===== config.mk =====
export PLATFORM = sky130hd
export DESIGN_NAME = target_feeder
export DESIGN_NICKNAME = d
export VERILOG_FILES = /design/src/rtl/target_feeder.sv
export SDC_FILE = /design/constraint.sdc
export NUM_CORES = 1
export LEC_CHECK = 0
export ABC_AREA = 1
export CORE_MARGIN = 2
export CORE_UTILIZATION = 45
export DETAILED_ROUTE_END_ITERATION = 8
export PLACE_DENSITY = 0.73
export REMOVE_ABC_BUFFERS = 1
export SLEW_MARGIN = 30
export SYNTH_ARGS = -nofsm -noshare
export SYNTH_HDL_FRONTEND = slang
export SYNTH_SLANG_ARGS = --single-unit

===== constraint.sdc =====
create_clock -name clk -period 15.2 [get_ports clk]
set_input_delay 2.28 -clock clk [delete_from_list [all_inputs] [get_ports clk]]
set_output_delay 2.28 -clock clk [all_outputs]
set_load 0.02 [all_outputs]

===== src/rtl/target_feeder.sv =====
// target_feeder: latches a 256-bit target and writes it into the target FIFO as eight 32-bit words, least-significant word first.
// It then pulses start, watches the comparator run and drains it with stop/stop_ack_comp.
// Define TARGET_FEEDER_TIMEOUT_EN to add the optional RUN-state timeout.
module target_feeder #(
    parameter int          START_DELAY    = 4,
    parameter logic [31:0] TIMEOUT_CYCLES = 32'd1_000_000
) (
    input  logic         clk,
    input  logic         rst,
    input  logic [255:0] target_in,
    input  logic         target_valid,
    output logic         target_ready,
    input  logic         abort,
    output logic         target_fifo_we,
    output logic [31:0]  target_fifo_wdata,
    input  logic         target_fifo_full,
    output logic         start,
    output logic         stop,
    input  logic         stop_ack_comp,
    input  logic         result,
    output logic         found,
    output logic         timeout,
    output logic         busy
);

    typedef enum logic [2:0] {
        S_IDLE  = 3'd0,
        S_PUSH  = 3'd1,
        S_DELAY = 3'd2,
        S_START = 3'd3,
        S_RUN   = 3'd4,
        S_STOP  = 3'd5
    } state_t;

    localparam logic [7:0] DELAY_LAST = 8'(START_DELAY - 1);

    state_t       state_r;
    state_t       state_nx_s;
    logic [255:0] target_r;
    logic [2:0]   wcnt_r;
    logic [7:0]   dcnt_r;
    logic         stop_min_r;
    logic         result_prev_r;
    logic         found_r;
    logic         load_s;
    logic         wr_s;
    logic         hit_s;
    logic         rise_s;
    logic         tmo_hit_s;

    // A hit is only a fresh 0->1 edge; a result left high by an earlier job does not count.
    assign rise_s = result & ~result_prev_r;

    // State register
    always_ff @(posedge clk or posedge rst) begin
        if (rst) begin
            state_r <= S_IDLE;
        end else begin
            state_r <= state_nx_s;
        end
    end

    // Next-state decode and per-cycle strobes
    always_comb begin
        state_nx_s = state_r;
        load_s     = 1'b0;
        wr_s       = 1'b0;
        hit_s      = 1'b0;
        case (state_r)
            S_IDLE: begin
                if (target_valid) begin
                    load_s     = 1'b1;
                    state_nx_s = S_PUSH;
                end else begin
                    state_nx_s = S_IDLE;
                end
            end
            S_PUSH: begin
                wr_s = ~target_fifo_full;
                if (abort) begin
                    state_nx_s = S_STOP;
                end else if (wr_s && (wcnt_r == 3'd7)) begin
                    state_nx_s = S_DELAY;
                end else begin
                    state_nx_s = S_PUSH;
                end
            end
            S_DELAY: begin
                if (abort) begin
                    state_nx_s = S_STOP;
                end else if (dcnt_r == DELAY_LAST) begin
                    state_nx_s = S_START;
                end else begin
                    state_nx_s = S_DELAY;
                end
            end
            S_START: begin
                state_nx_s = S_RUN;
            end
            S_RUN: begin
                // A hit outranks a simultaneous abort, and abort outranks timeout.
                if (rise_s) begin
                    hit_s      = 1'b1;
                    state_nx_s = S_STOP;
                end else if (abort) begin
                    state_nx_s = S_STOP;
                end else if (tmo_hit_s) begin
                    state_nx_s = S_STOP;
                end else begin
                    state_nx_s = S_RUN;
                end
            end
            S_STOP: begin
                if (stop_min_r && stop_ack_comp) begin
                    state_nx_s = S_IDLE;
                end else begin
                    state_nx_s = S_STOP;
                end
            end
            default: begin
                state_nx_s = S_IDLE;
            end
        endcase
    end

    // Target latch, word/delay counters, stop minimum-length flag and sticky hit status
    always_ff @(posedge clk or posedge rst) begin
        if (rst) begin
            target_r      <= 256'd0;
            wcnt_r        <= 3'd0;
            dcnt_r        <= 8'd0;
            stop_min_r    <= 1'b0;
            result_prev_r <= 1'b0;
            found_r       <= 1'b0;
        end else begin
            result_prev_r <= result;
            if (load_s) begin
                target_r <= target_in;
                wcnt_r   <= 3'd0;
            end else if (wr_s) begin
                wcnt_r <= wcnt_r + 3'd1;
            end
            if (state_r == S_DELAY) begin
                dcnt_r <= dcnt_r + 8'd1;
            end else begin
                dcnt_r <= 8'd0;
            end
            // Set after the first STOP cycle so stop is held for at least two cycles.
            stop_min_r <= (state_r == S_STOP);
            if (load_s) begin
                found_r <= 1'b0;
            end else if (hit_s) begin
                found_r <= 1'b1;
            end
        end
    end

`ifdef TARGET_FEEDER_TIMEOUT_EN
    logic [31:0] tcnt_r;
    logic        timeout_r;

    // RUN cycle counter (zero outside RUN, so it starts from 0 on RUN entry) and sticky timeout flag
    always_ff @(posedge clk or posedge rst) begin
        if (rst) begin
            tcnt_r    <= 32'd0;
            timeout_r <= 1'b0;
        end else begin
            if (state_r == S_RUN) begin
                tcnt_r <= tcnt_r + 32'd1;
            end else begin
                tcnt_r <= 32'd0;
            end
            if (load_s) begin
                timeout_r <= 1'b0;
            end else if ((state_r == S_RUN) && !rise_s && !abort && tmo_hit_s) begin
                timeout_r <= 1'b1;
            end
        end
    end

    assign tmo_hit_s = (tcnt_r == (TIMEOUT_CYCLES - 32'd1));
    assign timeout   = timeout_r;
`else
    assign tmo_hit_s = 1'b0;
    assign timeout   = 1'b0;
`endif

    assign target_ready      = (state_r == S_IDLE) & ~rst;
    assign target_fifo_we    = wr_s;
    assign target_fifo_wdata = target_r[{wcnt_r, 5'd0} +: 32];
    assign start             = (state_r == S_START);
    assign stop              = (state_r == S_STOP);
    assign busy              = (state_r != S_IDLE);
    assign found             = found_r;

endmodule


==> Word level (Yosys, flattened, before mapping) <==
Cells that the tools add are included.
W data, S select, Z words.
{ "word_totals": {"out_inout_bits": 39, "reg_bits": 273, "inputBits": 263} }
{ "op_classes": {"mux": 19, "add_sub_neg": 2, "eq_ne": 7, "n_shift": 1, "bitwise_logic": 5, "reduce_logical": 6} }
{ "op_table": {"columns": ["operator", "count"], "rows": [
  ["$shiftx A256 B9 Y32", 1],
  ["$pmux W3 S6", 1],
  ["$mux W3", 5],
  ["$mux W1", 11],
  ["$eq A3 B3 Y1 const B", 3],
  ["$add A8 B1 Y8 const B", 1],
  ["$eq A8 B2 Y1 const B", 1],
  ["$mux W8", 1],
  ["$eq A3 B2 Y1 const B", 2],
  ["$reduce_bool A2 Y1", 2],
  ["$add A3 B1 Y3 const B", 1],
  ["$eq A3 B1 Y1 const B", 1],
  ["$logic_not A3 Y1", 1],
  ["$not A1 Y1", 3],
  ["$reduce_bool A3 Y1", 1],
  ["$and A1 B1 Y1", 2],
  ["$logic_and A1 B1 Y1", 2],
  ["$mux W2", 1]
]} }

==> Logic depth before layout (Yosys ltp) <==
Gate-level depths: netlist of the first run.
{ "logic_depth": {"word_depth": 6, "ltp_mapped": 8} }

==> Worst setup path before layout of the first run <==
No wires, ideal clock.
{ "synth_timing": {"path_type": "input to output", "startpoint": "input target_fifo_full", "endpoint": "output target_fifo_we", "setup_slack_ps": 10346, "t_required_ps": 12920, "path_stages": 3, "arrival_time_ps": 2574, "cell_sequence": "inv_1 > nand2_1 > inv_1"} }
{ "synth_via": {"elab_chain_cells": 2} }
{ "synth_rtl": {"columns": ["element", "line_no", "source"], "rows": [
  ["start, declared", "16", "input logic target_fifo_full,"],
  ["$not A1 Y1", "79", "wr_s = ~target_fifo_full;"],
  ["$mux W1", "69", "case (state_r)"],
  ["end, declared", "14", "output logic target_fifo_we,"]
]} }
No other way between the ends.

==> Final worst setup path of the first run <==
{ "layout_timing": {"startpoint": "register wcnt_r[0]", "endpoint": "output target_fifo_wdata[12]"} }
{ "layout_via": {"elab_chain_cells": 1} }
{ "layout_rtl": {"columns": ["element", "line_no", "source"], "rows": [
  ["start, declared", "40", "logic [2:0] wcnt_r;"],
  ["start signal, assigned", "141", "wcnt_r <= wcnt_r + 3'd1;"],
  ["$shiftx A256 B9 Y32", "190", "assign target_fifo_wdata = target_r[{wcnt_r, 5'd0} +: 32];"],
  ["end, declared", "15", "output logic [31:0] target_fifo_wdata,"]
]} }
No other way between the ends.

==> results of run 1 <==
sequential cells by signal, summed over array words and instances (netlist names):
register       count
state_r            3
wcnt_r             3
dcnt_r             8
result_prev_r      1
target_r         256
stop_min_r         1
found              1
final timing paths:
path                                        from                        end  slack (ns)  depth (start not counted)
hold / removal               dcnt_r[0]$_DFF_PP0_        dcnt_r[0]$_DFF_PP0_        0.47                          1
min in group asynchronous                    rst  target_r[126]$_DFFE_PP0P_        2.29                          2
setup / recovery           wcnt_r[0]$_DFFE_PP0P_      target_fifo_wdata[12]        9.14                          7
max in group asynchronous                    rst  target_r[176]$_DFFE_PP0P_       11.06                          4
hold reg to reg              dcnt_r[0]$_DFF_PP0_        dcnt_r[0]$_DFF_PP0_        0.47                          1
setup reg to reg            state_r[0]$_DFF_PP0_  target_r[114]$_DFFE_PP0P_       11.17                          6
area by class of cell:
cell class	instances	area [µm²]	area share [%]
timing repair buffer	309	3080	18.1
sequential	273	6840	40.1
clock inverter	9	120	0.705
antenna	3	7.51	0.0441
tap	384	480	2.82
inverter	150	582	3.42
multi-input combinational	1217	5020	29.5
clock buffer	46	902	5.30
logic make-up after synthesis:
family	after synthesis	synth area share, %
simple gates	940	27.5
fa+ha+maj	3	0.287
flops	273	52.2
other cells	1	0.0287
compound gates	273	10.5
buf+inv	255	9.48
worst max-delay path: cells and delay by family, from the launching register on:
family / cells / cell delay, ns
and+or+nand+nor: 3 / 0.27
AOI/OAI and AO/OA: 1 / 0.21
DFF: 1 / 0.76
buffers and inverters: 3 / 1.88
where the power goes:
part / internal [µW] / switching [µW]
clock: 456 / 290
sequential: 1060 / 169
combinational: 543 / 839
total: 2060 / 1300
cell usage in the layout, fill, tap and decap left out, drive strengths merged:
cell type      synthesis  final
clkbuf                18     46
or2                    1      1
o21ai                266    266
o31ai                  1      1
ha                     3      3
nor3b                  1      1
conb                   1      1
a21oi                  5      5
nand2                761    761
clkdlybuf4s50          0    300
clkinv                 1      7
nor2                 128    128
bufinv                 0      3
nand3                 48     48
buf                   87      9
inv                  149    149
o22ai                  1      1
diode                  0      3
nor3                   1      1
dfrtp                273    273
metal layers:
metal	wire length, µm	share of wire (%)	global-route usage, %
met1	16200	46	32.6
met2	16500	46	37.7
met3	1950	5.5	3.26
met4	923	2.6	6.60
met5	0	0	0
synthesized netlist by cell type:
master and number:
or2_2 1, buf_6 23, inv_2 3, conb_1 1, buf_4 16, nor3_1 1, dfrtp_1 273, buf_1 8
inv_1 146, nor3b_1 1, ha_1 3, o31ai_1 1, o21ai_0 169, nor2_2 1, nor2_1 127, a21oi_1 5
clkinv_2 1, clkbuf_1 18, nand3_2 1, nand3_1 47, buf_2 40, nand2_1 761, o21ai_1 97, o22ai_1 1
per-stage QoR:
stage	instance area, µm²	cells	hold WS (ns)	setup slack, ns	power [µW]
floorplan	12400	1640	0.433	5.40	2120
global placement	16000	2333	0.446	8.69	2570
detailed placement	16000	2333	0.460	8.94	2610
CTS	17000	2388	0.469	9.10	3380
global route	17000	2391	0.479	8.84	3620
finish	17000	2391	0.470	9.14	3360
==> key figures, run 1 <==
Floorplanning
  • Initial cell density of the core: 45.6%
  • Number of top-level pins: 302
  • Row cnt: 62
  • Die Wd: 175 µm
  • DIE AREA: 30,500 µm²
  • Die Y: 175 µm
  • Core Region: 28,700 µm²

Global routing
  • Grt ovf: 0
  • GR Util All Layers: 23.2%
  • First-pass GRT wire length: 57,700 µm
  • Initial antenna violation count: 3
  • Vias in the first global route: 11,472
  • Largest net degree at the start of global routing: 170

STA
  • Peak Freq: 165 MHz
  • Final Cycle Share: 39.9%
  • Unrepaired setup endpoints after global routing: false
  • Minimum clock period: 6.06 ns
  • Clk_skew: 0.00887 ns
  • Worst-Margin Slew: 1.01 ns
  • Slew margin rel.: 32.6%
  • Final-report setup violation count: 0
  • Setup_tns: 0 ns
  • Fin. Hold Viols: 0
  • Final Max Tran Viols: 0

Synth
  • Avg Cell Area, Syn: 7.50 µm²
  • Synth top area share: 52.2%
  • Cells after Synth: 1,745
  • Post-synthesis cell type count: 24
  • Synth area leaders: dfrtp_1 (52%), nand2_1 (22%), o21ai_0 (6.5%), inv_1 (4.2%), o21ai_1 (3.7%)
  • Yosys reg bits: 273
  • Synth warnings: 0
  • Most area-hungry cell type in the Yosys netlist: dfrtp_1
  • Synthesized cell area: 13,100 µm²
  • Sequential fraction of the synthesis area: 52.2%

Final layout
  • Area Overhead vs Synth: 30.2%
  • Share of layout cells above drive strength 1: 3.39%
  • Filler instances: 2,622
  • Utilization after layout: 59.3%
  • Layout Nets: 2,247

CTS
  • PostCTS Resize Cnt: 0
  • Clk_lat worst skew: 0.55 ns
  • Worst-path clk slew: 0.06 ns
  • CTS Sinks: 273
  • CTS H-tree lvls: 1
  • Setup Buffers After CTS: 0
  • Cts-stage hold buffer count: 0
  • Cell at the root of the clock tree: clkbuf_16
  • Cts bufs inserted: 30
  • CTS tree: yes
  • Max Root-Sink Buffers: 3

Critical path
  • Crit-path cells: inv_4 > buf_4 > nor2_1 > o21ai_0 > nand2_1 > nand2_1 > clkdlybuf4s50_1
  • Critical Path RT: 12.92 ns
  • Crit-path max cell delay: 0.76 ns
  • Crit-path max FO: 78
  • CP Class: reg2out
  • CP Data Arrival Time: 3.78 ns
  • Crit end category: output pin
  • CP Launch Type: register
  • Most Frequent Cell on Critical Path: nand2_1
  • Slowest library cell on the worst path: dfrtp_4

Drt
  • Vias/cell: 4.89
  • DR pass1 iterations: 5
  • Initial DRC Count: 787
  • Drt wl/cell: 14.9 µm
  • # DRC: 0
  • ANT nets after route: 0
  • Drt total wl: 35,600 µm
  • Vias: 11,681

Place
  • IO buf count: 300
  • HPWL Detailed: 21,900 µm
  • Routability-driven placement congestion ratio: 0.797

Pwr
  • Worst vdd ir: 0.000107 V
  • Pwr dens: 197 nW/µm²
  • Lkg Pwr: 0.00830 µW

Outcome
  • Status: finished, final reports clean

Hold path
  • Hold/Removal Path Class: reg2reg

Flow run
  • Maxcap violations: 0
Power figures use the tool's default switching activity.
==> inputs of run 2 (changes only) <==
--- a/config.mk
+++ b/config.mk
@@ -9,7 +9,7 @@
 export CORE_MARGIN = 2
 export CORE_UTILIZATION = 45
 export DETAILED_ROUTE_END_ITERATION = 8
-export PLACE_DENSITY = 0.73
+export PLACE_DENSITY = 0.76
 export REMOVE_ABC_BUFFERS = 1
 export SLEW_MARGIN = 30
 export SYNTH_ARGS = -nofsm -noshare
==> constraint.sdc (replaced) <==
create_clock -name clk -period 5.4 [get_ports clk]
set_input_delay 0.81 -clock clk [delete_from_list [all_inputs] [get_ports clk]]
set_output_delay 0.81 -clock clk [all_outputs]
set_load 0.02 [all_outputs]
==> run 2 against run 1 <==
Net effect: total power rose to 2.8 times the previous value; register-to-register slack lost 8.4 ns; utilization grew 0.37 points; sequential share of layout area down 0.25 points; final cell count grew 0.17%; sequential cell count stayed put; combinational power increased to 2.9 times the previous value; clock power increased to 2.9 times the previous value; clock skew rose by 0.0092 ns; wire length is 0.10% lower; sequential power increased to 2.8 times the previous value; critical path type unchanged.
==> key figures, run 2 (synthesis results as in run 1) <==
Critical path
  • Crit-path max FO: 90 (was 78)
  • R2R depth: 8 (was 6)
  • Slowest library cell on the worst path: dfrtp_4 (unchanged)
  • Crit end category: output pin (unchanged)
  • FF-to-FF Start: wcnt_r[0]$_DFFE_PP0P_ (was state_r[0]$_DFF_PP0_)
  • CP Data Arrival Time: 3.62 ns (was 3.78 ns)
  • Crit-path cells: buf_4 > o21ai_0 > o21ai_0 > nand2_1 > nand2_1 > clkdlybuf4s50_1 (was inv_4 > buf_4 > nor2_1 > o21ai_0 > nand2_1 > nand2_1 > clkdlybuf4s50_1)
  • Worst reg2reg setup slack: 2.82 ns (was 11.17 ns)
  • CP Class: reg2out (unchanged)
  • Critical Path RT: 4.59 ns (was 12.92 ns)
  • Crit-path max cell delay: 0.89 ns (was 0.76 ns)
  • Critical path buffer and inverter count: 2 (was 3)
  • Reg-to-reg critical path endpoint: state_r[0]$_DFF_PP0_ (was target_r[114]$_DFFE_PP0P_)
  • CP Launch Type: register (unchanged)
  • CP delay by family, top: buffers and inverters (unchanged)

Final layout
  • Most frequent cells in the layout: nand2_1 (761), clkdlybuf4s50_1 (300), dfrtp_1 (270) (unchanged)
  • Commonest non-fill, non-tap cell in the layout: nand2_1 (unchanged)
  • Biggest regs: target_r (256), dcnt_r (8) (unchanged)
  • Largest register by flop count: target_r (unchanged)
  • Area Overhead vs Synth: 31.0% (was 30.2%)
  • Largest register FFs: 256 (unchanged)
  • Final Cell Area: 17,100 µm² (was 17,000 µm²)
  • Share of layout cells above drive strength 1: 3.88% (was 3.39%)
  • Non-Filler Instances: 2,395 (was 2,391)
  • Layout Nets: 2,253 (was 2,247)

Drt
  • ANT nets after route: 0 (unchanged)
  • Vias/cell: 4.93 (was 4.89)
  • Drt wl/cell: 14.8 µm (was 14.9 µm)
  • # DRC: 0 (unchanged)
  • Vias: 11,815 (was 11,681)
  • Drt total wl: 35,500 µm (was 35,600 µm)
  • Initial DRC Count: 1,093 (was 787)
  • DR pass1 iterations: 7 (was 5)

Global routing
  • First-pass GRT wire length: 58,400 µm (was 57,700 µm)
  • Grt ovf: 0 (unchanged)
  • GR Util All Layers: 23.4% (was 23.2%)
  • Vias in the first global route: 11,635 (was 11,472)
  • Initial antenna violation count: 3 (unchanged)
  • Largest net degree at the start of global routing: 155 (was 170)

CTS
  • CTS Sinks: 273 (unchanged)
  • Cell at the root of the clock tree: clkbuf_16 (unchanged)
  • Cts-stage hold buffer count: 0 (unchanged)
  • Max Root-Sink Buffers: 3 (unchanged)
  • Worst-path clk slew: 0.06 ns (about the same)
  • CTS tree: yes (unchanged)
  • PostCTS Resize Cnt: 0 (unchanged)
  • Setup Buffers After CTS: 0 (unchanged)
  • Cts bufs inserted: 29 (was 30)
  • CTS H-tree lvls: 1 (unchanged)
  • Clk_lat worst skew: 0.55 ns (about the same)

Hold path
  • Hold/Removal Path Class: reg2reg (unchanged)
  • Hold endpoint: dcnt_r[0]$_DFF_PP0_ (unchanged)
  • Number of instances on the worst hold path: 1 (unchanged)
  • Worst hold start: dcnt_r[0]$_DFF_PP0_ (unchanged)

Pwr
  • Pwr dens: 555 nW/µm² (was 197 nW/µm²)
  • Worst vdd ir: 0.000332 V (was 0.000107 V)
  • Lkg Pwr: 0.00835 µW (was 0.00830 µW)

STA
  • Worst Slack Setup Final: 0.967 ns (was 9.14 ns)
  • Clk_skew: 0.0181 ns (was 0.00887 ns)
  • Final Cycle Share: 82.1%
  • Final Max Tran Viols: 0 (unchanged)
  • Minimum clock period: 4.43 ns
  • Setup_tns: 0 ns (unchanged)
  • Slew margin rel.: 37.5% (was 32.6%)
  • Peak Freq: 226 MHz
  • Fin. Hold Viols: 0 (unchanged)
  • Worst-Margin Slew: 0.937 ns (was 1.01 ns)
  • Final-report setup violation count: 0 (unchanged)
  • Unrepaired setup endpoints after global routing: false (unchanged)

Floorplanning
  • Row cnt: 62 (unchanged)
  • DIE AREA: 30,500 µm² (unchanged)
  • Initial cell density of the core: 45.6% (unchanged)
  • Die Y: 175 µm (unchanged)
  • Number of top-level pins: 302 (unchanged)
  • Core Region: 28,700 µm² (unchanged)
  • Die Wd: 175 µm (unchanged)

Place
  • IO buf count: 300 (unchanged)
  • Routability-driven placement congestion ratio: 0.804 (was 0.797)
  • Cell count after placement: 2,340 (was 2,333)
  • Pre-CTS setup slack: 1.65 ns (was 8.94 ns)
  • HPWL Detailed: 22,100 µm (was 21,900 µm)
  • Placed inst area: 16,100 µm² (was 16,000 µm²)

Outcome
  • Status: finished, final reports clean (unchanged)

Flow run
  • Maxcap violations: 0 (unchanged)
## run 2: cell types whose count changed in the layout (fill, tap and decap cells not counted), moves of 2 or more
cell	delta
buf_4	+6
clkbuf_8	+3
clkbuf_1	-5
buf_12	+4
clkbuf_16	-2
buf_6	-3
## run 2: area by class of cell
class,count,area (µm²)
antenna,2,5.00
clock buffer,42,875
clock inverter,11,161
fill,2584,11600
inverter,150,584
multi-input combinational,1217,5020
sequential,273,6840
tap,384,480
timing repair buffer,316,3170
## run 2: worst max-delay path by stage
| stage | start | endpoint | slack [ns] | depth (start not counted) |
|---|---|---|---|---|
| floorplan | rst | dcnt_r[0]$_DFF_PP0_ | -2.93 | 1 |
| CTS | wcnt_r[0]$_DFFE_PP0P_ | target_fifo_wdata[20] | 0.98 | 6 |
| finish | wcnt_r[0]$_DFFE_PP0P_ | target_fifo_wdata[20] | 0.97 | 6 |
| detailed placement | wcnt_r[0]$_DFFE_PP0P_ | target_fifo_wdata[5] | 1.65 | 6 |
| global route | wcnt_r[0]$_DFFE_PP0P_ | target_fifo_wdata[20] | 0.83 | 6 |
| global placement | wcnt_r[0]$_DFFE_PP0P_ | target_fifo_wdata[6] | 1.57 | 7 |
## run 2: power breakdown
part           switching (µW)  internal (µW)
combinational            2400           1550
sequential                460           2980
clock                     825           1310
total                    3680           5830
## run 2: worst register-to-register path: cells and delay by family, from the launching register on
family | cells | cell delay, ns
and+or+nand+nor | 5 | 0.37
adders and majority gates | 2 | 0.44
buffers and inverters | 1 | 0.76
DFF | 1 | 0.89
## run 2: per-layer routing
| metal | GRT usage [%] | routed length, µm | share of wire (%) |
|---|---|---|---|
| met1 | 33.1 | 16100 | 45 |
| met2 | 37.4 | 16200 | 46 |
| met3 | 3.52 | 2350 | 6.6 |
| met4 | 7.19 | 915 | 2.6 |
| met5 | 0 | 0 | 0 |
## run 2: through the flow
| step | hold WS, ns | total power, µW | util [%] |
|---|---|---|---|
| after global placement | 0.445 | 7270 | 56.1 |
| after floorplan | 0.433 | 5970 | - |
| final | 0.471 | 9520 | 59.7 |
| after CTS | 0.475 | 9580 | 59.7 |
| after global routing | 0.490 | 10300 | 59.7 |
| after detailed placement | 0.460 | 7380 | 56.1 |
==> inputs of run 3 (changes only) <==
--- a/config.mk
+++ b/config.mk
@@ -9,7 +9,7 @@
 export CORE_MARGIN = 2
 export CORE_UTILIZATION = 45
 export DETAILED_ROUTE_END_ITERATION = 8
-export PLACE_DENSITY = 0.76
+export PLACE_DENSITY = 0.73
 export REMOVE_ABC_BUFFERS = 1
 export SLEW_MARGIN = 30
 export SYNTH_ARGS = -nofsm -noshare
==> constraint.sdc (replaced) <==
create_clock -name clk -period 4.15 [get_ports clk]
set_input_delay 0.6225 -clock clk [delete_from_list [all_inputs] [get_ports clk]]
set_output_delay 0.6225 -clock clk [all_outputs]
set_load 0.02 [all_outputs]
==> run 3 against run 2 <==
Net effect: setup slack got worse by 0.29 ns; register-to-register slack got worse by 0.68 ns; sequential power rose by 28%; final cell count barely moved; global-route usage fell by 0.074 points; first-iteration DRC count fell by 15%; die area did not move; sequential share of layout area rose by 0.23 points; combinational power rose by 33%; count of clock-buffer cells in the layout rose by 4; critical path type unchanged; highest routed layer unchanged.
==> key figures, run 3 (synthesis results as in run 1) <==
Floorplanning
  • Core Region: 28,700 µm² (unchanged)
  • Row cnt: 62 (unchanged)
  • Die Y: 175 µm (unchanged)
  • Number of top-level pins: 302 (unchanged)
  • Die Wd: 175 µm (unchanged)
  • Initial cell density of the core: 45.6% (unchanged)
  • DIE AREA: 30,500 µm² (unchanged)

Critical path
  • CP Launch Type: register (unchanged)
  • Crit end category: output pin (unchanged)
  • CP Class: reg2out (unchanged)
  • Reg-to-reg critical path endpoint: target_r[203]$_DFFE_PP0P_ (was state_r[0]$_DFF_PP0_)
  • Most Frequent Cell on Critical Path: nand2_1
  • CP Data Arrival Time: 2.85 ns (was 3.62 ns)
  • Crit-path max FO: 49 (was 90)
  • Critical Path RT: 3.53 ns (was 4.59 ns)
  • FF-to-FF Start: state_r[1]$_DFF_PP0_ (was wcnt_r[0]$_DFFE_PP0P_)
  • Worst reg2reg setup slack: 2.14 ns (was 2.82 ns)
  • Slowest library cell on the worst path: clkdlybuf4s50_1 (was dfrtp_4)
  • Crit-path cells: inv_4 > buf_12 > nor2_1 > o21ai_0 > nand2_1 > nand2_1 > clkdlybuf4s50_1 (was buf_4 > o21ai_0 > o21ai_0 > nand2_1 > nand2_1 > clkdlybuf4s50_1)
  • Crit-path max cell delay: 0.60 ns (was 0.89 ns)
  • R2R depth: 6 (was 8)

CTS
  • Worst-path clk slew: 0.06 ns (about the same)
  • Max Root-Sink Buffers: 3 (unchanged)
  • CTS Sinks: 273 (unchanged)
  • Clk_lat worst skew: 0.55 ns (about the same)
  • PostCTS Resize Cnt: 0 (unchanged)
  • Cts bufs inserted: 29 (unchanged)
  • Cell at the root of the clock tree: clkbuf_16 (unchanged)
  • Setup Buffers After CTS: 0 (unchanged)
  • Cts-stage hold buffer count: 0 (unchanged)
  • CTS tree: yes (unchanged)
  • CTS H-tree lvls: 1 (unchanged)

Final layout
  • Multi-input gate area: 5020 µm² (unchanged)
  • FF+latch area: 6840 µm² (unchanged)
  • Share of layout cells above drive strength 1: 3.48% (was 3.88%)
  • Commonest non-fill, non-tap cell in the layout: nand2_1 (unchanged)
  • Area Overhead vs Synth: 30.2% (was 31.0%)
  • Filler instances: 2,631 (was 2,584)
  • Final Cell Area: 17,000 µm² (was 17,100 µm²)
  • Biggest regs: target_r (256), dcnt_r (8) (unchanged)
  • Largest register FFs: 256 (unchanged)
  • Largest register by flop count: target_r (unchanged)
  • Most frequent cells in the layout: nand2_1 (761), clkdlybuf4s50_1 (300), dfrtp_1 (270) (unchanged)
  • Layout Nets: 2,255 (was 2,253)

STA
  • Final Max Tran Viols: 0 (unchanged)
  • Unrepaired setup endpoints after global routing: false (unchanged)
  • Final hold slack: 0.468 ns (was 0.471 ns)
  • Worst-Margin Slew: 0.932 ns (was 0.937 ns)
  • Setup_tns: 0 ns (unchanged)
  • Worst Slack Setup Final: 0.680 ns (was 0.967 ns)
  • Peak Freq: 288 MHz
  • Final-report setup violation count: 0 (unchanged)
  • Fin. Hold Viols: 0 (unchanged)
  • Final Cycle Share: 83.6%
  • Clk_skew: 0.0196 ns (was 0.0181 ns)
  • Slew margin rel.: 37.8% (was 37.5%)
  • Minimum clock period: 3.47 ns

Pwr
  • Psw: 4760 µW (was 3680 µW)
  • Switch share: 39.5% (was 38.7%)
  • Pwr dens: 708 nW/µm² (was 555 nW/µm²)
  • Worst vdd ir: 0.000495 V (was 0.000332 V)
  • Comb pwr share: 43.6% (was 41.5%)
  • Clk pwr share: 20.0% (was 22.4%)
  • Lkg Pwr: 0.00829 µW (was 0.00835 µW)
  • Total internal power: 7300 µW (was 5830 µW)
  • Seq pwr share: 36.4% (was 36.1%)

Hold path
  • Hold/Removal Path Class: reg2reg (unchanged)
  • Number of instances on the worst hold path: 1 (unchanged)
  • Worst hold start: dcnt_r[0]$_DFF_PP0_ (unchanged)
  • Hold endpoint: dcnt_r[0]$_DFF_PP0_ (unchanged)

Global routing
  • Initial antenna violation count: 2 (was 3)
  • Met1 Track Usage GR: 32.4% (was 33.1%)
  • First-pass GRT wire length: 58,100 µm (was 58,400 µm)
  • GR Util All Layers: 23.3% (was 23.4%)
  • Grt ovf: 0 (unchanged)
  • Vias in the first global route: 11,698 (was 11,635)
  • GRT Max-Usage Layer: met2 (unchanged)
  • Largest net degree at the start of global routing: 154 (was 155)
  • M3 GR Usage: 3.13% (was 3.52%)
  • Routing usage on met2: 38.2% (was 37.4%)

Flow run
  • Maxcap violations: 0 (unchanged)

Place
  • Placed inst area: 16,200 µm² (was 16,100 µm²)
  • IO buf count: 300 (unchanged)
  • HPWL Detailed: 22,600 µm (was 22,100 µm)
  • Pre-CTS setup slack: 1.24 ns (was 1.65 ns)
  • Routability-driven placement congestion ratio: 0.813 (was 0.804)

Drt
  • # DRC: 0 (unchanged)
  • Initial DRC Count: 924 (was 1,093)
  • Vias: 11,866 (was 11,815)
  • Drt wl/cell: 14.8 µm (about the same)
  • Vias/cell: 4.95 (was 4.93)
  • Drt total wl: 35,600 µm (was 35,500 µm)
  • ANT nets after route: 0 (unchanged)
  • DR pass1 iterations: 6 (was 7)

Outcome
  • Status: finished, final reports clean (unchanged)
run 3: cell count changes in the layout (fill, tap and decap cells not counted):
| cell | previous run | this run |
|---|---|---|
| clkinv_4 | 1 | 0 |
| inv_4 | 0 | 1 |
| buf_4 | 12 | 10 |
| clkbuf_8 | 10 | 5 |
| clkbuf_1 | 3 | 12 |
| clkinv_2 | 6 | 5 |
| bufinv_16 | 4 | 0 |
| buf_12 | 4 | 8 |
run 3: worst max-delay path by stage:
| stage | from | end | cells past startpoint |
|---|---|---|---|
| 2_1_floorplan | rst | dcnt_r[0]$_DFF_PP0_ | 1 |
| 3_3_place_gp | wcnt_r[0]$_DFFE_PP0P_ | target_fifo_wdata[12] | 7 |
| 3_5_place_dp | wcnt_r[1]$_DFFE_PP0P_ | target_fifo_wdata[22] | 8 |
| 4_1_cts | wcnt_r[1]$_DFFE_PP0P_ | target_fifo_wdata[22] | 8 |
| 5_1_grt | wcnt_r[0]$_DFFE_PP0P_ | target_fifo_wdata[12] | 7 |
| 6_report | wcnt_r[0]$_DFFE_PP0P_ | target_fifo_wdata[4] | 7 |
run 3: per-stage QoR:
step	utilization, %	total power (µW)	cells
finish	59.4	12100	2396
global route	59.4	13100	2396
CTS	59.4	12100	2394
detailed placement	56.3	9680	2342
global placement	56.3	9530	2342
floorplan	-	7770	1640
run 3: power groups by stage:
stage | clock network, µW | logic (µW) | registers (µW)
after floorplan | 0 | 3350 | 4420
after CTS | 2460 | 5300 | 4390
after detailed placement | 0 | 5260 | 4420
final | 2410 | 5260 | 4400
after global placement | 0 | 5160 | 4370
after global routing | 2570 | 5970 | 4520
run 3: worst max-delay path, delay by kind of cell, from the launching register on:
family | cells | cell delay, ns
flops | 1 | 0.50
buf+inv | 3 | 1.30
compound gates | 1 | 0.23
simple gates | 3 | 0.24
run 3: layout make-up:
type | count | share of cell area [%]
clock inverters | 6 | 0.213
well taps | 384 | 2.82
diodes | 2 | 0.0294
flip-flops and latches | 273 | 40.1
clock buffers | 46 | 4.93
inverters | 150 | 3.41
repair buffers | 318 | 19.0
multi-input cells | 1217 | 29.5
run 3: routing by layer:
metal  share of wire, %  wire length [µm]  vias to the layer above
li1                   -                 -                     5857
met1                 45             15900                     5485
met2                 46             16300                      454
met3                6.4              2270                       70
met4                2.8              1010                        0
met5                  0                 0                        -
